$ cat src/rtl/rr_grant_sched8.sv
// Round-robin scheduler sharing one 8-way resource among eight requesters.
// Drives a 3-to-8 decoder (GNT_W/GNT_EN) and a one-hot GNT, all registered.
module rr_grant_sched8 #(
  parameter int unsigned MAX_HOLD = 15
) (
  input  logic       CLK,
  input  logic       RST,
  input  logic       EN,
  input  logic [7:0] REQ,
  output logic       GNT_EN,
  output logic [2:0] GNT_W,
  output logic [7:0] GNT,
  output logic       TIMEOUT
);

  typedef enum logic [1:0] {
    IDLE  = 2'd0,
    GRANT = 2'd1,
    GAP   = 2'd2
  } state_t;

  localparam logic [7:0] HOLD_LIM = 8'(MAX_HOLD);
  localparam logic       HOLD_ON  = (MAX_HOLD != 0);

  state_t     state_q, state_d;
  logic [2:0] ptr_q, ptr_d;
  logic [7:0] hcnt_q, hcnt_d;
  logic       gnt_en_d;
  logic [2:0] gnt_w_d;
  logic [7:0] gnt_d;
  logic       timeout_d;

  logic       win_valid;
  logic [2:0] win_idx;
  logic       rel_drop;
  logic       rel_limit;

  // Search starts at ptr+1 and wraps; ptr itself has the lowest priority so a
  // lone requester can be re-granted. Descending loop: nearest offset wins.
  function automatic logic [3:0] rr_pick(input logic [7:0] req,
                                         input logic [2:0] ptr);
    logic [3:0] res;
    logic [2:0] idx;
    res = 4'b0;
    for (int i = 8; i >= 1; i--) begin
      idx = ptr + 3'(i);
      if (req[idx]) res = {1'b1, idx};
    end
    return res;
  endfunction

  always_comb begin
    {win_valid, win_idx} = rr_pick(REQ, ptr_q);
  end

  assign rel_drop  = ~REQ[GNT_W];
  assign rel_limit = HOLD_ON && (hcnt_q == HOLD_LIM);

  // NOTE: every combinational output gets a default first so no path through
  // the case statement leaves a value unassigned (which would infer a latch).
  always_comb begin
    state_d   = state_q;
    ptr_d     = ptr_q;
    hcnt_d    = hcnt_q;
    gnt_en_d  = 1'b0;
    gnt_w_d   = GNT_W;
    timeout_d = 1'b0;

    unique case (state_q)
      IDLE, GAP: begin
        if (EN && win_valid) begin
          state_d  = GRANT;
          ptr_d    = win_idx;
          gnt_w_d  = win_idx;
          gnt_en_d = 1'b1;
          hcnt_d   = 8'd1;
        end else begin
          state_d = IDLE;
        end
      end
      GRANT: begin
        // EN is deliberately ignored here: an active grant runs to release.
        if (rel_drop || rel_limit) begin
          state_d   = GAP;
          timeout_d = rel_limit && !rel_drop;
        end else begin
          gnt_en_d = 1'b1;
          hcnt_d   = hcnt_q + 8'd1;
        end
      end
      default: state_d = IDLE;
    endcase

    gnt_d = gnt_en_d ? (8'd1 << gnt_w_d) : 8'd0;
  end

  // NOTE: sequential state uses non-blocking assignments so every register
  // samples pre-edge values, independent of statement order.
  always_ff @(posedge CLK) begin
    if (RST) begin
      state_q <= IDLE;
      ptr_q   <= 3'd7;
      hcnt_q  <= 8'd0;
      GNT_EN  <= 1'b0;
      GNT_W   <= 3'd0;
      GNT     <= 8'd0;
      TIMEOUT <= 1'b0;
    end else begin
      state_q <= state_d;
      ptr_q   <= ptr_d;
      hcnt_q  <= hcnt_d;
      GNT_EN  <= gnt_en_d;
      GNT_W   <= gnt_w_d;
      GNT     <= gnt_d;
      TIMEOUT <= timeout_d;
    end
  end

  // Structural invariants of the registered outputs.
  a_onehot : assert property (@(posedge CLK) $onehot0(GNT));
  a_gnt_en : assert property (@(posedge CLK) GNT_EN == (|GNT));
  a_to_gap : assert property (@(posedge CLK) !(TIMEOUT && GNT_EN));

endmodule

$ cat config.mk
export PLATFORM = sky130hd
export DESIGN_NAME = rr_grant_sched8
export DESIGN_NICKNAME = d
export VERILOG_FILES = /design/src/rtl/rr_grant_sched8.sv
export SDC_FILE = /design/constraint.sdc
export NUM_CORES = 1
export LEC_CHECK = 0
export CAP_MARGIN = 20
export CORE_UTILIZATION = 25
export DETAILED_ROUTE_END_ITERATION = 12
export SETUP_SLACK_MARGIN = 0.3
export SLEW_MARGIN = 20
export SYNTH_ARGS = -nofsm -noshare
export SYNTH_HDL_FRONTEND = slang
export SYNTH_SLANG_ARGS = --single-unit
$ cat constraint.sdc
create_clock -name CLK -period 4.8 [get_ports CLK]
set_input_delay 1.44 -clock CLK [delete_from_list [all_inputs] [get_ports CLK]]
set_output_delay 1.44 -clock CLK [all_outputs]
set_load 0.03 [all_outputs]
# --- Word-level counts from Yosys, hierarchy flattened ---
# Index checks and enable logic that the tools add are counted.
totals:
  reg_bits: 26
  in_bits: 11
  output_inout_bits: 13
  word_cells: 82
op_classes:
  n_addsub: 8
  order_cmp: 9
  eq_ne: 6
  n_shift: 1
  muxes: 37
  bitwise: 4
  reduce_logical: 10
ops:
  columns: ["operator", "count"]
  rows:
  - ["$lt A3 B4 Y1 const B", 9]
  - ["$mux W4", 8]
  - ["$bmux W1 S3", 9]
  - ["$mux W8", 2]
  - ["$pmux W8 S2", 1]
  - ["$add A3 B3 Y3 const B", 4]
  - ["$mux W1", 12]
  - ["$add A8 B1 Y8 const B", 1]
  - ["$eq A8 B4 Y1 const B", 1]
  - ["$shl A1 B3 Y8 const A", 1]
  - ["$add A3 B2 Y3 const B", 2]
  - ["$mux W3", 2]
  - ["$ne A2 B2 Y1 const B", 3]
  - ["$not A1 Y1", 4]
  - ["$pmux W2 S2", 1]
  - ["$reduce_or A2 Y1", 2]
  - ["$add A3 B1 Y3 const B", 1]
  - ["$reduce_and A3 Y1", 1]
  - ["$reduce_or A3 Y1", 1]
  - ["$eq A2 B1 Y1 const B", 1]
  - ["$eq A2 B2 Y1 const B", 1]
  - ["$logic_and A1 B1 Y1", 2]
  - ["$logic_not A2 Y1", 1]
  - ["$mux W2", 1]
  - ["other kinds (4)", 4]

# --- Depth between registers and ports, before layout ---
logic_depth:
  ltp_word: 15
  mapped_depth: 15
  depth_no_buf: 10

# --- Worst setup path before layout ---
# OpenSTA, ideal clock, no wires.
synth_timing:
  path_kind: "input-to-reg"
  from: "input port REQ[6]"
  to: "register GNT[6]"
  setup_time_ns: 0.116
  arrival_time_ns: 3.303
  t_required_ns: 4.684
  slack_ns: 1.382
  cell_stages: 9
  n_path_buf: 1
  path_cell_list: "mux4_2 -> mux2i_2 -> and2_4 -> and3_1 -> a21o_1 -> buf_6 -> and2b_1 -> nor2_4 -> and3b_1"
synth_between:
  elab_chain_len: 15
  word_cells_on_any_way: 37
  classes_between: "1 x shift; 31 x mux; 2 x bitwise; 3 x reduce/logical"
synth_rtl:
  columns: ["item", "line", "text"]
  rows:
  - ["start: declaration", "9", "input logic [7:0] REQ,"]
  - ["$bmux W1 S3", "47", "if (req[idx]) res = {1'b1, idx};"]
  - ["$mux W1 (implied by the code)", "47", null]
  - ["$mux W4 (8 in a row)", "47", null]
  - ["$logic_and A1 B1 Y1", "71", "if (EN && win_valid) begin"]
  - ["$mux W1", "71", null]
  - ["$pmux W1 S2", "69", "unique case (state_q)"]
  - ["$not A1 Y1 (no source line)", null, null]
  - ["$reduce_or A2 Y1 (no source line)", null, null]
  - ["end signal: assignment", "114", "GNT <= gnt_d;"]
  - ["end: declaration", "12", "output logic [7:0] GNT,"]
# Parallel ways exist; a longest one is shown, timed or not. The select of a mux whose other input is x is not followed.
# A chain may end at the register's enable or synchronous reset.

# --- Worst setup path after layout ---
layout_timing:
  from: "input port REQ[4]"
  to: "register GNT[6]"
# Same word-level chain as after synthesis.

==> key figures <==
Finish
  • Final Util: 0.312
  • Final nets: 226
  • Final instance area: 2260 um^2
  • Ant diodes: 0
  • Fraction of layout cells with a size suffix above 1: 0.175
  • Layout area overhead: 21.2%

Timing
  • Final Critical Period: 4.04 ns
  • Period utilization: 0.842
  • Fin Setup TNS: 0 ns
  • Worst slew margin: 0.610
  • Worst Max-Slew Pin Slew: 0.584 ns
  • Slew Limit Fails: 0
  • Clock skew: 0.00279 ns
  • F_max: 247 MHz
  • Final hold vios: 0
  • RSZ-0062 raised after global routing: no
  • Final setup vio count: 0

Die
  • Site Rows: 31
  • Core area: 7250 um^2
  • Ports: 24
  • Initial core utilization: 0.258
  • Die ar.: 7820 um^2
  • Die extent in x: 88.4 um
  • Die Span Y: 88.4 um

Synth
  • Post-synthesis sequential element count: 26
  • YS warnings: 0
  • Ranking of synthesized cells by area: dfxtp_1, mux4_2, mux2i_1
  • Seq/Total Area, Yosys: 0.279
  • Syn Std Cell Area: 1870 um^2
  • Biggest area consumer among synthesized cells: dfxtp_1
  • Post-synthesis async set-or-reset flop share: 0
  • Post-synth EDFFs: 0
  • Post-synthesis net count: 203
  • Synth top area share: 0.279
  • Prevailing post-synth register cell: dfxtp_1
  • Mean Syn Cell Area: 9.88 um^2
  • Cell variety after synth: 55
  • Cells after Synth: 189

Global route
  • Grt ovf: 0
  • Largest net degree at the start of global routing: 19
  • Antenna violations before repair: 0
  • First-pass GRT wire length: 6690 um
  • Tot GR Track Use: 0.110
  • Vias in the first global route: 1421

Setup path
  • CP Data Arrival Time: 4.21 ns
  • CP Capture Type: register
  • Startpoint types: input port
  • WP data required: 4.97 ns
  • Worst Path Class, Setup: in -> reg
  • Crit path max fanout: 10

Clock tree
  • Post-CTS Setup Repair Bufs: 0
  • Cts hold-fix bufs: 0
  • CTS tree: built
  • Total clock buffers created by CTS: 3
  • Clk sinks: 26
  • Root Driver: clkbuf_8
  • CTS max path bufs: 2
  • CTS clock-pin slew for the worst setup and hold paths: 0.09 ns
  • Number of H-tree levels: 1
  • CTS resizes: 0
  • Skew-Pair Late Insertion Delay: 0.27 ns

Pwr
  • Leakage power: 0.799 nW
  • PwrDens: 647 nW/um^2
  • Peak supply drop: 232 uV

Placement
  • Buffers on Ports: 23
  • Placement Cell Area: 2190 um^2
  • Hpwl dp: 3020 um
  • Gpl congestion: 0.956

Route
  • Total wire length: 3950 um
  • Routed Antenna Nets: 0
  • 1st-pass router iterations: 4
  • Post-route DRC: 0
  • Via count: 1491
  • Avg Vias per Cell: 4.81
  • DR WL/cell: 12.7 um
  • Iteration-0 DRC Markers: 80

Run status
  • Status: finished clean

Hold path
  • HP Class: reg -> reg

Run
  • Max cap viols: 0
## synth_stat cells, drive strengths merged (3+ instances only)
library cell / number
a211oi: 3
a21oi: 10
a22o: 3
a22oi: 3
a31oi: 3
buf: 7
dfxtp: 26
ha: 3
inv: 9
mux2i: 13
mux4: 11
nand2: 12
nand2b: 8
nand3: 8
nor2: 15
nor2b: 4
nor3: 4
nor4: 4
o21ai: 4
o221ai: 3
xnor2: 9
## worst paths after layout
kind | startpoint | to | slack [ns] | depth (start not counted)
max reg2reg | ptr_q[0]$_SDFFE_PP1P_ | GNT[2]$_SDFF_PP0_ | 1.25 | 11
min reg2reg | state_q[0]$_SDFFE_PP0P_ | state_q[1]$_SDFFE_PP0P_ | 0.50 | 2
max | REQ[4] | GNT[6]$_SDFF_PP0_ | 0.76 | 9
min | state_q[0]$_SDFFE_PP0P_ | state_q[1]$_SDFFE_PP0P_ | 0.50 | 2
## power by group
part	internal [mW]	total (mW)	switching, mW
Combinational	0.443	1.00	0.561
Sequential	0.249	0.284	0.0352
Clock	0.111	0.176	0.0650
Total	0.803	1.46	0.661
## metrics by stage
stage / setup WS, ns / cells / power [mW] / hold slack (ns)
after floorplan: 1.38 / 189 / 1.10 / 0.461
after global placement: 0.573 / 306 / 1.29 / 0.473
after detailed placement: 0.508 / 306 / 1.29 / 0.492
after CTS: 0.808 / 310 / 1.47 / 0.505
after global routing: 0.647 / 310 / 1.58 / 0.532
final: 0.759 / 310 / 1.46 / 0.504
## worst max-delay path, stage by stage
cell and delay (ns):
clkdlybuf4s50_1 0.50, mux4_2 0.60, mux2i_1 0.33, and2_4 0.23, and3_1 0.17, a21o_1 0.35
and2b_1 0.30, nor2_4 0.08, and3b_1 0.20
## layout make-up
| type | instances | area [um^2] |
|---|---|---|
| sequential | 26 | 520 |
| clock buffer | 3 | 41.3 |
| tap | 99 | 124 |
| multi-input combinational | 146 | 1260 |
| inverter | 9 | 33.8 |
| fill | 745 | 4990 |
| timing repair buffer | 26 | 253 |
| clock inverter | 1 | 30.0 |
## state kept, by name, summed over array words and instances (netlist names)
signal / cells
GNT: 8
state_q: 2
TIMEOUT: 1
GNT_W: 3
GNT_EN: 1
ptr_q: 3
hcnt_q: 8
## per-layer routing
layer  routed length (um)  track usage  share of wire
met1                 1850        0.146           0.47
met2                 1820        0.177           0.46
met3                  174       0.0243          0.044
met4                  108       0.0367          0.027
met5                    0            0              0
## cell usage in the layout (no fill, tap or decap), types with 2 or more instances in the layout
cell / instances
dfxtp_1: 26
clkdlybuf4s50_1: 23
nor2_1: 14
mux2i_1: 12
nand2_1: 12
mux4_2: 11
a21oi_1: 9
inv_1: 8
xnor2_1: 8
nand3_1: 8
nand2b_1: 7
nor2b_1: 4
o221ai_1: 3
a22oi_1: 3
o21ai_0: 3
a22o_1: 3
a31oi_1: 3
nor3_1: 3
ha_1: 3
clkbuf_8: 3
buf_4: 3
and3_1: 2
nor4_1: 2
a211oi_1: 2
o21a_1: 2
nor4_2: 2
and3b_1: 2
nor3b_2: 2
## cell families after synthesis
group / after synthesis / synth area share
flip-flops: 26 / 0.279
AO/OA/AOI/OAI: 42 / 0.186
XOR/XNOR: 11 / 0.0596
AND/OR/NAND/NOR: 66 / 0.206
multiplexers: 24 / 0.204
adder cells (fa/ha/maj): 3 / 0.0201
buffers and inverters: 17 / 0.0455
Power figures use the tool's default switching activity.
